### config.mk
export PLATFORM = sky130hd
export DESIGN_NAME = traffic_sensor_conditioner
export DESIGN_NICKNAME = d
export VERILOG_FILES = /design/src/rtl/traffic_sensor_pkg.sv /design/src/rtl/sensor_debounce.sv /design/src/rtl/traffic_sensor_conditioner.sv
export SDC_FILE = /design/constraint.sdc
export NUM_CORES = 1
export LEC_CHECK = 0
export BUFFER_PORTS_ARGS = -buffer_cell sky130_fd_sc_hd__buf_4
export CAP_MARGIN = 0
export CORE_MARGIN = 1.5
export CORE_UTILIZATION = 54
export CTS_CLUSTER_DIAMETER = 60
export DETAILED_ROUTE_END_ITERATION = 12
export PLACE_DENSITY_LB_ADDON = 0.12
export SLEW_MARGIN = 10
export SYNTH_ARGS = -nofsm -noshare
export SYNTH_HDL_FRONTEND = slang
export SYNTH_HIERARCHICAL = 1
export SYNTH_SLANG_ARGS = --single-unit
### constraint.sdc
create_clock -name clk -period 1.5 [get_ports clk]
set_input_delay 0.075 -clock clk [delete_from_list [all_inputs] [get_ports clk]]
set_output_delay 0.075 -clock clk [all_outputs]
set_load 0.01 [all_outputs]
### src/rtl/traffic_sensor_pkg.sv
// Shared constants and width helpers for the traffic sensor front end.
package traffic_sensor_pkg;

  localparam int DIV_DEFAULT         = 7500000;
  localparam int DB_CYCLES_DEFAULT   = 16;
  localparam int SYNC_STAGES_DEFAULT = 2;

  // The counter must be able to hold values up to db_cycles.
  function automatic int deb_cnt_width(input int db_cycles);
    return (db_cycles < 1) ? 1 : $clog2(db_cycles + 1);
  endfunction

  function automatic int tick_cnt_width(input int div);
    return (div < 2) ? 1 : $clog2(div);
  endfunction

endpackage

### src/rtl/sensor_debounce.sv
// One sensor channel: SYNC_STAGES-deep synchronizer followed by a
// consecutive-sample debounce counter producing a clean level.
module sensor_debounce
  import traffic_sensor_pkg::*;
#(
  parameter int DB_CYCLES   = DB_CYCLES_DEFAULT,
  parameter int SYNC_STAGES = SYNC_STAGES_DEFAULT
) (
  input  logic clk,
  input  logic reset,
  input  logic raw,
  output logic level
);

  localparam int CW = deb_cnt_width(DB_CYCLES);

  logic [SYNC_STAGES-1:0] sync_chain;
  logic                   sync;
  logic [CW-1:0]          cnt;

  always_ff @(posedge clk) begin
    if (reset) begin
      sync_chain <= '0;
    end else begin
      sync_chain <= {sync_chain[SYNC_STAGES-2:0], raw};
    end
  end

  assign sync = sync_chain[SYNC_STAGES-1];

  // Any sample agreeing with the current level restarts the count.
  always_ff @(posedge clk) begin
    if (reset) begin
      cnt   <= '0;
      level <= 1'b0;
    end else if (sync == level) begin
      cnt <= '0;
    end else if (cnt == CW'(DB_CYCLES - 1)) begin
      level <= sync;
      cnt   <= '0;
    end else begin
      cnt <= cnt + CW'(1);
    end
  end

endmodule

### src/rtl/traffic_sensor_conditioner.sv
// Sensor conditioner for the traffic-light FSM: debounced SA/SB plus a
// divided tick. Define TRAFFIC_SENSOR_LATCH_EN to hold SA/SB per tick period.
module traffic_sensor_conditioner
  import traffic_sensor_pkg::*;
#(
  parameter int DIV         = DIV_DEFAULT,
  parameter int DB_CYCLES   = DB_CYCLES_DEFAULT,
  parameter int SYNC_STAGES = SYNC_STAGES_DEFAULT
) (
  input  logic clk,
  input  logic reset,
  input  logic sa_raw,
  input  logic sb_raw,
  output logic tick,
  output logic SA,
  output logic SB
);

  localparam int TW = tick_cnt_width(DIV);

  logic          deb_a;
  logic          deb_b;
  logic [TW-1:0] tcnt;

  sensor_debounce #(
    .DB_CYCLES  (DB_CYCLES),
    .SYNC_STAGES(SYNC_STAGES)
  ) u_deb_a (
    .clk  (clk),
    .reset(reset),
    .raw  (sa_raw),
    .level(deb_a)
  );

  sensor_debounce #(
    .DB_CYCLES  (DB_CYCLES),
    .SYNC_STAGES(SYNC_STAGES)
  ) u_deb_b (
    .clk  (clk),
    .reset(reset),
    .raw  (sb_raw),
    .level(deb_b)
  );

  // tick is registered one count early so it is high while tcnt == DIV-1.
  always_ff @(posedge clk) begin
    if (reset) begin
      tcnt <= '0;
      tick <= 1'b0;
    end else begin
      tcnt <= (tcnt == TW'(DIV - 1)) ? '0 : tcnt + TW'(1);
      tick <= (tcnt == TW'(DIV - 2));
    end
  end

`ifdef TRAFFIC_SENSOR_LATCH_EN
  logic deb_a_d;
  logic deb_b_d;
  logic rise_a;
  logic rise_b;
  logic pend_a;
  logic pend_b;
  logic sa_q;
  logic sb_q;

  assign rise_a = deb_a & ~deb_a_d;
  assign rise_b = deb_b & ~deb_b_d;

  // A rise coinciding with tick goes straight into that tick's update.
  always_ff @(posedge clk) begin
    if (reset) begin
      deb_a_d <= 1'b0;
      deb_b_d <= 1'b0;
      pend_a  <= 1'b0;
      pend_b  <= 1'b0;
      sa_q    <= 1'b0;
      sb_q    <= 1'b0;
    end else begin
      deb_a_d <= deb_a;
      deb_b_d <= deb_b;
      pend_a  <= tick ? 1'b0 : (pend_a | rise_a);
      pend_b  <= tick ? 1'b0 : (pend_b | rise_b);
      if (tick) begin
        sa_q <= deb_a | pend_a | rise_a;
        sb_q <= deb_b | pend_b | rise_b;
      end
    end
  end

  assign SA = sa_q;
  assign SB = sb_q;
`else
  assign SA = deb_a;
  assign SB = deb_b;
`endif

endmodule
======== After elaboration in Yosys (flattened, before gate mapping) ========
Cells that the tools add are included.
storage, ports and cells
  register bits ........................... 40
  latch bits .............................. 0
  RAM bits ................................ 0
  bits in read-only memories .............. 0
  output and inout port bits .............. 3
  logic and storage cells ................. 24
  memories kept ........................... 0
operators by class
  $add $sub $neg .......................... 3
  $mul .................................... 0
  div/mod/pow operators ................... 0
  $lt $le $gt $ge ......................... 0
  eq/ne operators ......................... 6
  shift-type cells ........................ 0
  mux-type cells .......................... 0
  bitwise logic cells ..................... 2
  reductions and logical operators ........ 5
operator list
  operator               count
  $eq 23x23->1 const B   2
  $add 23x1->23 const B  1
  $add 5x1->5 const B    2
  $eq 5x4->1 const B     2
  $reduce_or 3->1        2
  $reduce_and 2->1       2
  $eq 1x1->1             2
  $not 1->1              2
  $reduce_or 2->1        1

======== Logic depth before layout (Yosys ltp) ========
Gate-level depths: netlist of the first run.
  depth after elaboration ................. 3
  mapped depth ............................ 6

======== Cells and area by module ========
Netlist of the first run, hierarchy kept.
by module, submodules not included
  module                      instances  cells each  area an instance (um2)  seq. area each (um2)
  traffic_sensor_conditioner  1          130         1176.1                  480.5
  sensor_debounce             2          27          286.5                   160.2

======== Worst setup path after synthesis of the first run ========
No wires, ideal clock.
  path kind ............................... reg2reg
  start ................................... register tcnt[0]
  end ..................................... register tcnt[16]
  arrival time ............................ 1.553 ns
  data required time ...................... 1.430 ns
  path slack .............................. -0.122 ns
  stages on the path, launching flop included .. 7
  cells stage by stage .................... dfxtp_1 > ha_1 > and3_1 > buf_6 > nand2_1 > or4_1 > a21oi_1
between the ends
  longest elaborated chain between the ends .. 2
  elaborated cells on any way between the ends .. 3
  those cells by class .................... add/sub: 1; eq/ne: 1; reduce/logical: 1
RTL lines
  element                                                                line                              RTL
  start: declaration                                                     traffic_sensor_conditioner.sv:23  logic [TW-1:0] tcnt;
  start signal: assignment                                               traffic_sensor_conditioner.sv:51  tcnt <= (tcnt == TW'(DIV - 1)) ? '0 : tcnt + TW'(1);
  parallel branches: the longest is 2 deep, another holds $add 23x1->23  -
Parallel ways; which one is timed is not known.
A chain may end at the register's enable or synchronous reset.

======== Worst setup path in the final report of the first run ========
  start ................................... register tcnt[9]
  end ..................................... register tcnt[14]
Same word-level chain as after synthesis.

==> results.md, run 1 <==
* Post-Synthesis Cells at 184
* Reg2reg start: tcnt[9]
* WP data required at 1.75 ns
* Routed WL per cell at 14.4 um
* Initial core utilization at 57.3%
* Cell taking the most area after synthesis: dfxtp_1
* CP Class: reg -> reg
* Max H-tree Level at 2
* Crit path depth at 5
* Clock-pin transition on the worst setup and hold timing paths at 0.12 ns
* Antenna Cells at 0
* CTS tree: built
* Share of layout cells above drive strength 1 at between 40% and 50%
* Via density per instance at approximately 5.6
* Iter 0 DRT Violations at 97
* Synth Warn # at 6
* Register bit total from synthesis at 40
* Drt drc at 0
* Cell Pwr Density at 835 nW/um^2
* Fillers at 220
* Failing checks: negative setup slack
* Status: finished with violations
* Arrival time at the worst endpoint at 1.76 ns
* Initial antenna violation count at 0
* Cell area after layout at 2360 um^2
* Fin crit period at 1.51 ns
* Clk buf depth at 2
* Final Cycle Share at 101%
* Commonest non-fill, non-tap cells in the layout: buf_4, dfxtp_1, nor2_1, nand3_1, dfxtp_2
* Tightest Pin Transition at around 0.28 ns
* Floorplan row count at 20
* Sequential fraction of the synthesis area at 45.8%
* Core footprint at 3050 um^2
* Dpl hpwl at ~2.5 mm
* Leak at 0.895 nW
* Count of input and output buffers at 6
* CP cell instances: nor4b_2 > nand4_1 > buf_4 > o22ai_1 > a311oi_1
* Cells after DPL at 260
* Vias in the first global route at 1415
* CP max stage cell: dfxtp_4
* Die Area at 3590 um^2
* Die Width at 59.9 um
* Via Count at ~1500
* Synth top area share at a little under half
* Fin. max-slew vios at 0
* Final hold vios at 0
* Dominant cells by area after synthesis: dfxtp_1, nor2_1, xor2_1, ha_1, xnor2_1
* Post-placement cell area at about 2100 um^2
* Max-cap violation count at 0
* Average cell area after synthesis at around 9.5 um^2
* Sequential cell area at roughly 830 um^2
* Worst R2R Setup Slack at -0.009 ns
* Hold Path Class: reg -> reg
* Grt ovf at 0
* Pre-antenna DRT Iters at 4
* CP Capture Type: register
* Die height at 59.9 um
* Worst Setup Start Kind: register
* Pwr Total at between 1.5 and 2 mW
* Sink Count at 40
* Final Wtd Congestion at 0.880
* Max VDD drop at 0.667 mV
* Reg2Reg Capture Point: tcnt[14]
* First-pass GRT wire length at about 6.3 mm
* Detailed-route wire length at 3.97 mm
* Final-stage net count at between 200 and 250
* Synth unique cells at 33
* Total CTS buffers at 5
* Worst setup margin at -0.00936 ns
* Multi-input combinational cell area at 983 um^2
* CP peak stage delay at about 0.38 ns
* HP Start: u_deb_b/sync_chain[0]
* Delay-heaviest family, CP: simple AND/OR/NAND/NOR gates
* Area Overhead vs Synth at 34.9%
* CTS root buffer: clkbuf_4
* Hold WS at 0.459 ns
* Io pins at 7
* Setup Skew at 0.0115 ns
* Most common cell after layout, fill and taps aside: buf_4
* Sum of buffers and inverters on the critical path at 1
* Max FO, Critical Path at 5
* Max Freq at 0.663 GHz
* Post-DRT Antenna Nets at 0
* Hold Path Depth at 1
* Relative slew margins at approximately four fifths
* Largest net degree at the start of global routing at 17
* Overall routing resource usage at a little under a quarter
* Worst skew pair latency at 0.36 ns
* Final-report setup violation count at 2
* Worst Hold End: u_deb_b/sync_chain[1]
* Net count after synthesis at between 150 and 200
* Final std cells w/o fill at 276
* Final core occ at 77.3%
* Worst R2R Path Depth at 5
* Area of the mapped netlist at 1750 um^2
* RSZ-0062 raised after global routing: true
repair_timing:
| action | in CTS | in global routing |
|---|---|---|
| pin swaps | 5 | 10 |
| buffers inserted | 1 | 3 |
| hold buffers | 4 | 0 |
| endpoints found under the hold margin | 6 | 0 |
| endpoints found under the setup margin | 29 | 26 |
| gates resized for setup | 11 | 29 |
power by group:
part           switching, mW  leakage, nW  total (mW)  internal [mW]
Clock                  0.362       0.0515       0.804          0.442
Combinational         0.0388        0.511      0.0840         0.0451
Sequential            0.0109        0.332        1.08           1.07
Total                  0.412        0.895        1.97           1.56
registers in the layout, summed over array words and instances (netlist names):
| register | cells |
|---|---|
| u_deb_a/sync_chain | 2 |
| u_deb_b/cnt | 5 |
| u_deb_a/level | 1 |
| u_deb_a/cnt | 5 |
| tick | 1 |
| u_deb_b/sync_chain | 2 |
| tcnt | 23 |
| u_deb_b/level | 1 |
worst max-delay path by stage:
stage                          end  startpoint  slack [ns]
after CTS                 tcnt[19]    tcnt[16]       -0.03
after global routing      tcnt[14]     tcnt[9]        -0.1
after global placement    tcnt[21]    tcnt[16]       -0.02
final                     tcnt[14]     tcnt[9]      -0.009
after floorplan           tcnt[16]     tcnt[1]       -0.01
after detailed placement  tcnt[21]    tcnt[16]       -0.04
cell type report:
cell class,instances,area share [%]
clock buffer,7,2.76
multi-input combinational,132,41.7
timing repair buffer,46,15.7
clock inverter,1,1.27
tap,44,2.33
sequential,40,35.3
inverter,6,0.954
logic make-up after synthesis:
| logic type | after synthesis | synth area share (%) |
|---|---|---|
| compound gates | 26 | 9.87 |
| xor+xnor | 16 | 8.01 |
| mux | 2 | 1.14 |
| flops | 40 | 45.8 |
| buf+inv | 12 | 4.15 |
| fa+ha+maj | 6 | 4.29 |
| simple gates | 82 | 26.8 |
worst register-to-register path, stage by stage (launching register included):
cell and delay, ns:
dfxtp_4 0.38, nor4b_2 0.26, nand4_1 0.24, buf_4 0.22
o22ai_1 0.18, a311oi_1 0.12
metal layers:
metal,GRT usage (%),up-vias,routed length (um)
li1,-,755,-
met2,38.8,53,1920
met4,12.1,0,79
met5,0,-,0
met3,6.71,8,241
met1,28.9,722,1730
cells in the mapped netlist:
library cell / number
nor3_1: 2
a31oi_1: 1
and3_1: 4
or3_4: 2
a311oi_1: 3
a21oi_1: 10
and3_2: 3
xnor2_1: 7
or3_2: 2
and2_1: 1
nand3_1: 10
o21ai_0: 5
buf_2: 1
clkbuf_1: 1
and4_1: 3
buf_6: 3
or4_1: 5
nand4_4: 1
or3_1: 1
nand4_1: 8
xor2_1: 9
dfxtp_1: 40
nand2_1: 8
ha_1: 6
mux2i_1: 2
o22ai_1: 1
nor4b_1: 3
nor2b_1: 4
o31ai_1: 5
inv_1: 6
buf_4: 1
o31ai_4: 1
nor2_1: 25
metrics by stage:
stage / setup TNS (ns) / setup WS, ns
6_report: -0.0109 / -0.00936
5_1_grt: -1.07 / -0.0956
4_1_cts: -0.362 / -0.0328
3_5_place_dp: -0.592 / -0.0403
3_3_place_gp: -0.150 / -0.0171
2_1_floorplan: -0.0294 / -0.0112
No activity file was read; power rests on OpenSTA's default activity.
==> run 2, diff against run 1 <==
CORE_UTILIZATION = 57   (was 54)
CTS_BUF_LIST = sky130_fd_sc_hd__clkbuf_4 sky130_fd_sc_hd__clkbuf_8   (was not set)
==> results.md, run 2 (synthesis gave the netlist of run 1 again) <==
* Status: finished with violations
* Failing checks: negative setup slack
* Worst setup margin at -0.0501 ns
* Commonest non-fill, non-tap cells in the layout: buf_4, dfxtp_1, nor2_1, nor2_2, dfxtp_2
* Register share of total power at 53.5%
* Worst R2R Setup Slack at -0.05 ns
* Tightest Pin Transition at 0.289 ns
* Grt ovf at 0
* Top Registers: tcnt: 23 flops, u_deb_a/cnt: 5 flops, u_deb_b/cnt: 5 flops
* Clk buf depth at 2
* Iter 0 DRT Violations at 73
* Final Cycle Share at 103%
* Final core occ at 84.8%
* Max FO, Critical Path at 10
* Reg2Reg Capture Point: tcnt[21]
* Dpl hpwl at 2.80 mm
* Pwr Total at 2.02 mW
* Die Width at 58.4 um
* Largest net degree at the start of global routing at 17
* Final hold vios at 0
* Dpl ws at -0.0803 ns
* Final Wtd Congestion at 0.865
* Hold Path Class: in -> reg
* Pre-antenna DRT Iters at 4
* Arrival time at the worst endpoint at 1.84 ns
* Via density per instance at 5.70
* Via Count at 1487
* Final-report setup violation count at 6
* Worst Setup Start Kind: register
* Max Freq at 0.645 GHz
* Reg2reg start: tcnt[8]
* Final-stage net count at 240
* CP Class: reg -> reg
* Routed WL per cell at 16.1 um
* Cell Pwr Density at 842 nW/um^2
* Critical path capture point: tcnt[21]
* Total CTS buffers at 5
* Sink Count at 40
* Post-DRT Antenna Nets at 0
* Max VDD drop at 0.914 mV
* Fin crit period at 1.55 ns
* Clock share of power at 42.2%
* Comb pwr share at 4.2%
* RSZ-0062 raised after global routing: true
* Worst R2R Path Depth at 4
* Sequential cell area at about 830 um^2
* Overall routing resource usage at 25.8%
* Setup Skew at 0.00917 ns
* Switch Pwr at 0.395 mW
* Floorplan row count at 19
* Most flop-heavy register: tcnt
* Drt drc at 0
* Most common cell after layout, fill and taps aside: buf_4
* Vias in the first global route at 1537
* HP Start: reset
* Die height at 58.4 um
* Max-cap violation count at 0
* Fillers at roughly 150
* Pint at 1.62 mW
* CTS tree: built
* Sw Ratio at 19.6%
* Setup TNS at -0.136 ns
* Io pins at 7
* Relative slew margins at 80.6%
* Max H-tree Level at 2
* Initial antenna violation count at 0
* Area Overhead vs Synth at 37.1%
* WP data required at 1.79 ns
* Detailed-route wire length at about 4.2 mm
* Initial core utilization at about three fifths
* CTS root buffer: clkbuf_4
* Die Area at 3410 um^2
* Worst skew pair latency at around 0.36 ns
* Share of layout cells above drive strength 1 at between 40% and 50%
* Leak at 0.886 nW
* Clock-pin transition on the worst setup and hold timing paths at 0.11 ns
* Max reg flops at 23
* Count of input and output buffers at 6
* Antenna Cells at 0
* Fin. max-slew vios at 0
* CP startpoint: tcnt[8]
* Multi-input combinational cell area at 1050 um^2
* Hold WS at 0.00953 ns
* CP Capture Type: register
* Core footprint at 2830 um^2
* First-pass GRT wire length at 6.60 mm
## run 2: per-layer routing
| metal | GRT usage (%) | vias to the layer above | wire length, um |
|---|---|---|---|
| li1 | - | 751 | - |
| met1 | 28.9 | 716 | 1850 |
| met2 | 45.3 | 13 | 2190 |
| met3 | 6.37 | 7 | 107 |
| met4 | 13.0 | 0 | 67 |
| met5 | 0 | - | 0 |
## run 2: cell type report
cell class,instances,area share (%)
inverters,6,0.939
repair buffers,45,14.8
multi-input cells,132,43.9
flip-flops and latches,40,34.7
well taps,31,1.62
clock buffers,5,1.56
clock inverters,2,2.50
## run 2: what timing repair did
action / in CTS / in global routing
endpoints found under the setup margin: 29 / 27
buffers inserted: 3 / 1
pin swaps: 6 / 14
endpoints found under the hold margin: 2 / 0
hold buffers: 2 / 0
gates resized for setup: 23 / 37
## run 2: worst min path at each step
stage / to / cells past startpoint / slack [ns]
finish: tcnt[4] / 2 / 0.01
global route: tcnt[6] / 2 / 0.009
CTS: tcnt[4] / 2 / 0.0006
detailed placement: u_deb_a/sync_chain[0] / 2 / 0.29
global placement: u_deb_b/sync_chain[0] / 2 / 0.29
floorplan: u_deb_a/sync_chain[0] / 1 / 0.15
## run 2: worst max-delay path, cell delays in order (launching register included)
cell and delay, ns:
dfxtp_2 0.39, and3_1 0.23, nand4_4 0.17, or4_1 0.54, a21oi_2 0.16
## run 2: per-stage QoR
stage,cells,cell area (um^2)
2_1_floorplan,184,1790
3_3_place_gp,248,2060
3_5_place_dp,248,2060
4_1_cts,260,2260
5_1_grt,261,2400
6_report,261,2400
## run 2: power groups by stage
stage / logic, mW / registers, mW / clock network, mW
floorplan: 0.0343 / 1.11 / 0
global placement: 0.0588 / 1.11 / 0
detailed placement: 0.0611 / 1.11 / 0
CTS: 0.0744 / 1.09 / 0.858
global route: 0.0941 / 1.08 / 0.918
finish: 0.0856 / 1.08 / 0.852
